[config.mk]
export PLATFORM = sky130hd
export DESIGN_NAME = mem_load_stage
export DESIGN_NICKNAME = d
export VERILOG_FILES = /design/src/rtl/mem_load_stage.sv
export SDC_FILE = /design/constraint.sdc
export NUM_CORES = 1
export LEC_CHECK = 0
export ABC_AREA = 1
export BUFFER_PORTS_ARGS = -buffer_cell sky130_fd_sc_hd__buf_4
export CAP_MARGIN = 20
export CORE_ASPECT_RATIO = 1.25
export CORE_MARGIN = 4
export CORE_UTILIZATION = 30
export CTS_CLUSTER_DIAMETER = 150
export DETAILED_ROUTE_END_ITERATION = 8
export GPL_ROUTABILITY_DRIVEN = 0
export SLEW_MARGIN = 10
export SYNTH_ARGS = -nofsm -noshare
export SYNTH_HDL_FRONTEND = slang
export SYNTH_SLANG_ARGS = --single-unit
[constraint.sdc]
create_clock -name clk -period 4.9 [get_ports clk]
set_input_delay 0.735 -clock clk [delete_from_list [all_inputs] [get_ports clk]]
set_output_delay 0.735 -clock clk [all_outputs]
set_load 0.01 [all_outputs]
[src/rtl/mem_load_stage.sv]
// rtl/mem_load_stage.sv - MEM pipeline stage: waits for data-SRAM responses, aligns loads, forwards results.
module mem_load_stage #(
    parameter int XLEN   = 32,
    parameter int REG_AW = 5,
    parameter int PC_W   = 32
) (
    input  logic                         clk,
    input  logic                         reset,
    input  logic                         es_to_ms_valid,
    output logic                         ms_allowin,
    input  logic [PC_W+XLEN+REG_AW+5:0]  es_to_ms_bus,
    input  logic                         ws_allowin,
    output logic                         ms_to_ws_valid,
    output logic [REG_AW+XLEN+PC_W:0]    ms_to_ws_bus,
    input  logic                         data_sram_data_ok,
    input  logic [XLEN-1:0]              data_sram_rdata,
    input  logic                         flush,
    output logic                         ms_fwd_valid,
    output logic [REG_AW-1:0]            ms_fwd_dest,
    output logic [XLEN-1:0]              ms_fwd_data,
    output logic                         ms_fwd_stall
);

    localparam int BUS_W = PC_W + XLEN + REG_AW + 6;
    localparam int OFF_W = $clog2(XLEN / 8);

    logic              ms_valid;
    logic [BUS_W-1:0]  ms_bus;
    logic              data_buf_valid;
    logic [XLEN-1:0]   data_buf;
    logic [1:0]        cancel_cnt;

    logic              ms_mem_req;
    logic [2:0]        ms_ld_op;
    logic              ms_res_from_mem;
    logic              ms_gr_we;
    logic [REG_AW-1:0] ms_dest;
    logic [XLEN-1:0]   ms_alu_result;
    logic [PC_W-1:0]   ms_pc;

    assign ms_mem_req      = ms_bus[BUS_W-1];
    assign ms_ld_op        = ms_bus[BUS_W-2 -: 3];
    assign ms_res_from_mem = ms_bus[BUS_W-5];
    assign ms_gr_we        = ms_bus[BUS_W-6];
    assign ms_dest         = ms_bus[PC_W+XLEN +: REG_AW];
    assign ms_alu_result   = ms_bus[PC_W +: XLEN];
    assign ms_pc           = ms_bus[PC_W-1:0];

    logic es_mem_req;
    logic resp_ok;
    logic resp_take;
    logic ms_ready_go;
    logic ms_leave;

    assign es_mem_req = es_to_ms_bus[BUS_W-1];
    // A response only belongs to the current instruction once all cancelled ones have drained.
    assign resp_ok     = data_sram_data_ok && (cancel_cnt == 2'd0);
    assign resp_take   = ms_valid && ms_mem_req && !data_buf_valid && resp_ok;
    assign ms_ready_go = !ms_mem_req || data_buf_valid || resp_ok;
    assign ms_allowin  = !ms_valid || (ms_ready_go && ws_allowin);
    assign ms_to_ws_valid = ms_valid && ms_ready_go && !flush;
    assign ms_leave    = ms_valid && ms_ready_go && ws_allowin;

    always_ff @(posedge clk) begin
        if (reset) begin
            ms_valid <= 1'b0;
        end else if (flush) begin
            ms_valid <= 1'b0;
        end else if (ms_allowin) begin
            ms_valid <= es_to_ms_valid;
        end
        if (!reset && !flush && es_to_ms_valid && ms_allowin) begin
            ms_bus <= es_to_ms_bus;
        end
    end

    always_ff @(posedge clk) begin
        if (reset || flush || ms_leave) begin
            data_buf_valid <= 1'b0;
        end else if (resp_take) begin
            data_buf_valid <= 1'b1;
            data_buf       <= data_sram_rdata;
        end
    end

    logic       inc_cur;
    logic       inc_es;
    logic       dec;
    logic [2:0] cnt_sum;

    assign inc_cur = flush && ms_valid && ms_mem_req && !data_buf_valid && !resp_ok;
    assign inc_es  = flush && es_to_ms_valid && es_mem_req;
    assign dec     = data_sram_data_ok && (cancel_cnt != 2'd0);
    assign cnt_sum = {1'b0, cancel_cnt} + {2'b00, inc_cur} + {2'b00, inc_es} - {2'b00, dec};

    always_ff @(posedge clk) begin
        if (reset) begin
            cancel_cnt <= 2'd0;
        end else if (cnt_sum > 3'd2) begin
            cancel_cnt <= 2'd2;
        end else begin
            cancel_cnt <= cnt_sum[1:0];
        end
    end

    logic [XLEN-1:0]  mem_rdata;
    logic [OFF_W+2:0] shamt;
    logic [XLEN-1:0]  raw;
    logic [XLEN-1:0]  load_val;
    logic [XLEN-1:0]  final_result;

    assign mem_rdata = data_buf_valid ? data_buf : data_sram_rdata;
    assign shamt     = {ms_alu_result[OFF_W-1:0], 3'b000};
    assign raw       = mem_rdata >> shamt;

    always_comb begin
        load_val = raw;
        case (ms_ld_op)
            3'b000:  load_val = XLEN'($signed(raw[31:0]));
            3'b001:  load_val = XLEN'($signed(raw[7:0]));
            3'b010:  load_val = XLEN'(raw[7:0]);
            3'b011:  load_val = XLEN'($signed(raw[15:0]));
            3'b100:  load_val = XLEN'(raw[15:0]);
            3'b101:  load_val = XLEN'(raw[31:0]);
            default: load_val = raw;
        endcase
    end

    assign final_result = ms_res_from_mem ? load_val : ms_alu_result;
    assign ms_to_ws_bus = {ms_gr_we, ms_dest, final_result, ms_pc};

    assign ms_fwd_valid = ms_valid && ms_gr_we && (ms_dest != '0);
    assign ms_fwd_dest  = ms_dest;
    assign ms_fwd_data  = final_result;
    assign ms_fwd_stall = ms_fwd_valid && ms_res_from_mem && !ms_ready_go;

endmodule

# --- Word-level counts from Yosys, hierarchy flattened ---
# Index checks and enable logic that the tools add are counted.
totals:
  reg_bits: 111
  latchBits: 0
  ram_bits: 0
  romBits: 0
  input_bits: 113
  output_inout_bits: 111
  word_cells: 60
  n_memories: 0
classes:
  addsub: 3
  multipliers: 0
  n_div: 0
  order_cmp: 1
  n_eq_ne: 4
  shifts: 1
  n_mux: 4
  n_bitwise: 1
  reduce_logical: 40
ops:
  columns: ["op", "n"]
  rows:
  - ["one-hot mux 32 bit (4 select lines)", 1]
  - ["2-to-1 mux 32 bit", 2]
  - ["right shift 32 x 5 -> 32 bit", 1]
  - ["logical AND 1 bit", 22]
  - ["zero test 1 bit", 7]
  - ["equality test 3 x 2 -> 1 bit, second input constant", 2]
  - ["logical OR 1 bit", 5]
  - ["nonzero test 5 bit", 1]
  - ["OR reduction 2 bit", 2]
  - ["adder 2 x 1 -> 3 bit", 1]
  - ["adder 3 x 1 -> 3 bit", 1]
  - ["equality test 3 x 1 -> 1 bit, second input constant", 1]
  - ["equality test 3 bit, second input constant", 1]
  - ["> comparator 3 x 2 -> 1 bit, second input constant", 1]
  - ["subtractor 3 x 1 -> 3 bit", 1]
  - ["zero test 2 bit", 1]
  - ["2-to-1 mux 2 bit", 1]
  - ["AND reduction 2 bit", 1]
  - ["nonzero test 2 bit", 1]
  - ["NOT 1 bit", 1]

# --- Depth between registers and ports, before layout ---
# Gate-level depths: netlist of run 1.
logic_depth:
  depth_word: 9
  mapped_depth: 11
  ltp_nobuf: 10

# --- Worst setup path after synthesis of run 1 ---
# No wires, ideal clock.
synth_path:
  kind: "in2reg"
  start: "in data_sram_data_ok"
  end: "reg ms_bus[0] (enable)"
  setup_time_ns: 0.508
  arrival_time_ns: 4.348
  required_ns: 4.392
  path_slack_ns: 0.044
  path_stages: 6
  path_buffers: 0
  cell_sequence: "nand3_1 > nand3_1 > nand2_1 > nand2_1 > nand2_1 > nor2_1"
synth_via:
  elab_chain_len: 5
synth_rtl:
  columns: ["item", "line_no", "rtl"]
  rows:
  - ["start: declaration", "15", "input logic data_sram_data_ok,"]
  - ["logical AND 1 bit", "57", "assign resp_ok = data_sram_data_ok && (cancel_cnt == 2'd0);"]
  - ["logical OR 1 bit", "59", "assign ms_ready_go = !ms_mem_req || data_buf_valid || resp_ok;"]
  - ["logical AND 1 bit", "60", "assign ms_allowin = !ms_valid || (ms_ready_go && ws_allowin);"]
  - ["logical OR 1 bit", "60", null]
  - ["net ms_allowin", "10", "output logic ms_allowin,"]
  - ["logical AND 1 bit", "72", "if (!reset && !flush && es_to_ms_valid && ms_allowin) begin"]
  - ["end signal: assignment", "73", "ms_bus <= es_to_ms_bus;"]
  - ["end: declaration", "28", "logic [BUS_W-1:0] ms_bus;"]
# The timed path passes the listed nets, and every way through them passes these cells.
# A chain may end at the register's enable or synchronous reset.

# --- Worst setup path in the final report of run 1 ---
layout_path:
  start: "reg ms_bus[70]"
  end: "out ms_to_ws_bus[49]"
layout_via:
  elab_chain_len: 1
layout_rtl:
  columns: ["item", "line_no", "rtl"]
  rows:
  - ["2-to-1 mux 32 bit", "129", "assign final_result = ms_res_from_mem ? load_val : ms_alu_result;"]
  - ["end: declaration", "14", "output logic [REG_AW+XLEN+PC_W:0] ms_to_ws_bus,"]
# Every way passes these cells.

==> results.json, run 1 <==
{
  "outcome": "finished clean",
  "hold_end": "ms_bus[15]",
  "crit_type": "register to primary output",
  "synth-edff-count": 107,
  "worst-path-max-fanout": 30,
  "clk_pin_slew_ns": 0.08,
  "cp.required_ns": 4.16,
  "reg2reg_from": "data_buf_valid",
  "syn_area_sq_mm": 0.005638,
  "drt-total-wl_mm": 15.07,
  "fmax_mhz": 262.0,
  "dpl.hpwl_mm": 11.68,
  "hold_path_class": "input port to register",
  "synthArstFlopShare_pct": 0,
  "ir_drop_uv": 144.1,
  "ys_seq_elements": 111,
  "synth_commonest_cells": "nand2_1, edfxtp_1, buf_4",
  "holdWs_ns": 0.5443,
  "fp.dieH_um": 161.3,
  "cts_resized": 0,
  "grt_pass1_vias": 4301,
  "p_per_area_mw_per_mm2": 293.7,
  "core_sq_mm": 0.01831,
  "cp-start-kind": "register",
  "yosysMostFrequentCell": "nand2_1",
  "die_x_um": 130.6,
  "dieArea_sq_mm": 0.02106,
  "syn_inst": 555,
  "worstHoldStart": "es_to_ms_bus[15]",
  "root_buffer": "clkbuf_16",
  "vias": 4075,
  "p_leak_uw": 0.003180,
  "yosysTopAreaCell": "edfxtp_1",
  "max_cap_violations": 0,
  "track_usage_pct": 14.21,
  "yosysWarnings": 0,
  "n_antenna_cell": 0,
  "grt_pass1_wl_mm": 22.76,
  "synthTopCellsByArea": "edfxtp_1, buf_4, nand2_1",
  "r2r_slack_ns": 2.51,
  "grt_max_degree": 51,
  "start_util_pct": 30.80,
  "ant_nets": 0,
  "wl_per_cell_um": 16.17,
  "tightest_slew_ns": 1.010,
  "cts_tree": "done",
  "drive_gt1_share_pct": 40.77,
  "hold_violations": 0,
  "yosysSeqAreaShare_pct": 58.41,
  "synth_ff_type": "edfxtp_1",
  "fp-row-count": 55,
  "overflow": 0,
  "avgSynthCellArea_sq_um": 10.16,
  "vias_per_cell": 4.372,
  "period_share_pct": 77.90,
  "nets": 815,
  "rr_endpoint": "cancel_cnt[0]",
  "setup_violations": 0,
  "synth_cell_type_count": 35,
  "cts_sinks": 111,
  "finalClockSkew_ns": 0.01028,
  "area_delta_synth_final_pct": 28.78,
  "drc": 0,
  "fin_setup_tns_ns": 0,
  "rsz0062_at_grt": "false",
  "synth_top_area_share_pct": 56.99,
  "cts_buffer_depth": 2,
  "crit_path_end_kind": "primary output",
  "rr_worst_depth": 8,
  "post-route-min-period_ns": 3.817,
  "clock_latency_ns": 0.36,
  "cts_max_level": 3,
  "slew_headroom_pct": 32.69,
  "slew_viol_final": 0,
  "min_path_cells": 1,
  "io_pins": 224,
  "drt_first_pass_iters": 4,
  "cts_hold_buf": 0,
  "portBuffers": 223,
  "worst_ep_arrival_time_ns": 3.08,
  "cts_setup_buffers": 0,
  "antenna_found_initial": 0,
  "cts_buffers": 9,
  "synth_nets": 671,
  "utilization_pct": 39.67,
  "drtIter0Drc": 156
}
==> sequential cells by signal (all words and copies together) (netlist names) <==
name and count:
data_buf 32, cancel_cnt 2, data_buf_valid 1, ms_valid 1
ms_bus 75
==> stage by stage <==
step | instances | cell area (sq um) | setup WS, ns | total power, uW
6_report | 932 | 7261 | 1.083 | 2132
5_1_grt | 932 | 7261 | 0.7837 | 2230
4_1_cts | 932 | 7261 | 0.9426 | 2163
3_5_place_dp | 916 | 6975 | 1.351 | 1437
3_3_place_gp | 916 | 6975 | 1.370 | 1430
2_1_floorplan | 555 | 5638 | 0.04402 | 1294
==> area by class of cell <==
class / count / area (sq um)
clock buffers: 9 / 225.2
inverters: 37 / 138.9
multi-input cells: 313 / 1541
repair buffers: 227 / 1717
flip-flops and latches: 111 / 3293
fillers: 1846 / 11040
clock inverters: 7 / 60.06
well taps: 228 / 285.3
==> routing by layer <==
metal	GRT usage, %	part of all wire [%]
met5	0	0
met4	4.490	1.5
met3	4.400	7.4
met2	25.22	54
met1	16.07	37
==> cell usage in the layout, fill, tap and decap left out, types with 2 or more instances in the layout <==
master	count
clkbuf_16	9
dfxtp_1	4
nor3_1	2
nor2_1	38
fa_1	2
or2_2	21
nand2_1	143
o211ai_1	2
a21oi_1	5
buf_4	226
nand3_2	7
nor2_2	3
a21oi_2	8
and2_1	4
o21ai_0	10
nand3_1	41
edfxtp_1	107
mux2i_1	3
inv_6	5
inv_1	34
o21ai_1	12
clkinv_1	2
==> critical path: stages, from the launching register on <==
cell      delay (ns)
edfxtp_1        1.01
inv_1           0.36
nor2_2          0.37
nand3_2         0.17
nand3_4         0.30
nand3_1         0.19
nand2_1         0.11
inv_1           0.06
buf_4           0.14
==> kinds of logic after synthesis <==
kind of cell	Yosys count	synth area share (%)
flops	111	58.41
simple gates	265	21.06
fa+ha+maj	3	0.9321
mux	3	0.5326
xor+xnor	1	0.1554
buf+inv	131	14.43
compound gates	41	4.483
==> power breakdown <==
group | internal [uW] | total, uW | switching [uW]
Sequential | 1070 | 1080 | 13.7
Combinational | 164 | 327 | 163
Clock | 358 | 722 | 364
==> worst max path at each step <==
stage | from | slack, ns | endpoint | cells past startpoint
4_1_cts | ms_bus[70] | 0.94 | ms_to_ws_bus[49] | 8
3_5_place_dp | ms_bus[70] | 1.35 | ms_to_ws_bus[49] | 8
3_3_place_gp | ms_bus[70] | 1.37 | ms_fwd_data[17] | 8
2_1_floorplan | data_sram_data_ok | 0.04 | ms_bus[0] | 6
6_report | ms_bus[70] | 1.08 | ms_to_ws_bus[49] | 8
5_1_grt | ms_bus[70] | 0.78 | ms_to_ws_bus[49] | 8
Note: power is estimated with default switching activity, not from simulation.
==> inputs of run 2 (changes only) <==
==> constraint.sdc (replaced) <==
create_clock -name clk -period 3.8 [get_ports clk]
set_input_delay 0.57 -clock clk [delete_from_list [all_inputs] [get_ports clk]]
set_output_delay 0.57 -clock clk [all_outputs]
set_load 0.01 [all_outputs]
==> results.json, run 2 (same netlist as run 1, synthesis figures left out) <==
{
  "outcome": "finished clean",
  "nets": 817,
  "crit_path_end_kind": "primary output",
  "crit_type": "register to primary output",
  "area_delta_synth_final_pct": 29.09,
  "power.share.clock_pct": 34.4,
  "utilization_pct": 39.76,
  "io_pins": 224,
  "path_common_cell": "nand2_1",
  "hold_violations": 0,
  "combPwrFrac_pct": 15.4,
  "tightest_slew_ns": 0.5535,
  "slew_viol_final": 0,
  "fp-row-count": 55,
  "slowest_stage": "clkinvlp_4",
  "p_per_area_mw_per_mm2": 381.2,
  "grt_max_degree": 42,
  "cell_internal_pwr_uw": 2074,
  "max_cap_violations": 0,
  "period_share_pct": 86.83,
  "cp-start-kind": "register",
  "grt_pass1_wl_mm": 22.96,
  "dpl.hpwl_mm": 11.84,
  "setup_violations": 0,
  "core_sq_mm": 0.01831,
  "track_usage_pct": 14.33,
  "cts_hold_buf": 0,
  "overflow": 0,
  "hold_end": "ms_bus[26]",
  "start_util_pct": 30.80,
  "path_buf_inv": 4,
  "slew_headroom_pct": 63.06,
  "n_antenna_cell": 0,
  "final_common_cell": "buf_4",
  "reg2reg_from": "data_buf_valid",
  "rsz0062_at_grt": "false",
  "dpl_cell_area_sq_mm": 0.006978,
  "wl_per_cell_um": 16.16,
  "cts_buffer_depth": 2,
  "drive_gt1_share_pct": 41.08,
  "dieArea_sq_mm": 0.02106,
  "root_buffer": "clkbuf_16",
  "post-route-min-period_ns": 3.300,
  "die_x_um": 130.6,
  "ir_drop_uv": 182.6,
  "hold_path_class": "input port to register",
  "top_register": "ms_bus",
  "portBuffers": 223,
  "drc": 0,
  "switchingPower_uw": 700.4,
  "worst_ep_arrival_time_ns": 2.73,
  "crit_family": "simple AND/OR/NAND/NOR gates",
  "fin_cells": 934,
  "drt_first_pass_iters": 4,
  "drtIter0Drc": 221,
  "stdcell_area_sq_mm": 0.007278,
  "final_cell_mix": "buf_4, nand2_1, edfxtp_1",
  "clk_pin_slew_ns": 0.08,
  "worst-path-max-fanout": 29,
  "cp.required_ns": 3.23,
  "rr_worst_depth": 8,
  "slowest_delay_ns": 0.43,
  "antenna_found_initial": 0,
  "grt_pass1_vias": 4283,
  "fp.dieH_um": 161.3,
  "finalClockSkew_ns": 0.007804,
  "worstHoldStart": "es_to_ms_bus[26]",
  "p_leak_uw": 0.003190,
  "clock_latency_ns": 0.35,
  "fin_setup_tns_ns": 0,
  "place_inst": 918,
  "largest_reg_flops": 75,
  "holdWs_ns": 0.3839,
  "ant_nets": 0,
  "cp_cell_sequence": "buf_4 -> clkinvlp_4 -> nand3_1 -> nand2_1 -> nand2_1 -> nand3_4 -> nand3_1 -> nand2_1 -> inv_1 -> buf_4",
  "cts_buffers": 9,
  "vias": 4091,
  "reg_top3": "ms_bus: 75 flops, data_buf: 32 flops, cancel_cnt: 2 flops",
  "cts_tree": "done",
  "cts_max_level": 3,
  "fmax_mhz": 303.1,
  "netSwitchingFraction_pct": 25.25,
  "pwr-share-seq_pct": 50.3,
  "drt-total-wl_mm": 15.10,
  "r2r_slack_ns": 1.40,
  "rr_endpoint": "cancel_cnt[0]",
  "cts_sinks": 111,
  "vias_per_cell": 4.380,
  "min_path_cells": 1
}
run 2: final cells by class:
class                   instances  area, sq um
multi-input cells             313         1541
inverters                      37        142.6
clock buffers                  10        239.0
fillers                      1855        11030
well taps                     228        285.3
clock inverters                 6        57.56
repair buffers                229         1719
flip-flops and latches        111         3293
run 2: worst max path at each step:
stage                                   to  slack (ns)  depth (start not counted)              start
after CTS                  ms_fwd_data[17]        0.22                         10         ms_bus[32]
after global placement     ms_fwd_data[17]        0.65                         10         ms_bus[32]
after global routing      ms_to_ws_bus[48]        0.16                         10         ms_bus[32]
final                     ms_to_ws_bus[48]        0.50                         10         ms_bus[32]
after detailed placement   ms_fwd_data[17]        0.63                         10         ms_bus[32]
after floorplan                  ms_bus[0]        0.36                          6  data_sram_data_ok
run 2: per-layer routing:
layer  share of wire [%]  global-route usage, %  vias up
met4                 1.9                  5.472        0
met5                   0                      0        -
met2                  54                  25.29      149
li1                    -                      -     2054
met1                  37                  16.41     1873
met3                 7.0                  3.639       15
run 2: power by group through the flow:
stage / registers (uW) / logic [uW] / clock network [uW]
final: 1390 / 426 / 953
after detailed placement: 1420 / 433 / 0
after global placement: 1420 / 423 / 0
after global routing: 1400 / 469 / 1040
after floorplan: 1420 / 248 / 0
after CTS: 1390 / 434 / 997
run 2: through the flow:
stage / setup slack (ns) / power [uW]
floorplan: 0.3650 / 1668
global placement: 0.6502 / 1845
detailed placement: 0.6264 / 1855
CTS: 0.2221 / 2825
global route: 0.1574 / 2903
finish: 0.5005 / 2774
run 2: repair_timing:
item,in CTS,in global routing
endpoints found under the setup margin,0,22
resized for setup,0,1
buffers inserted,0,0
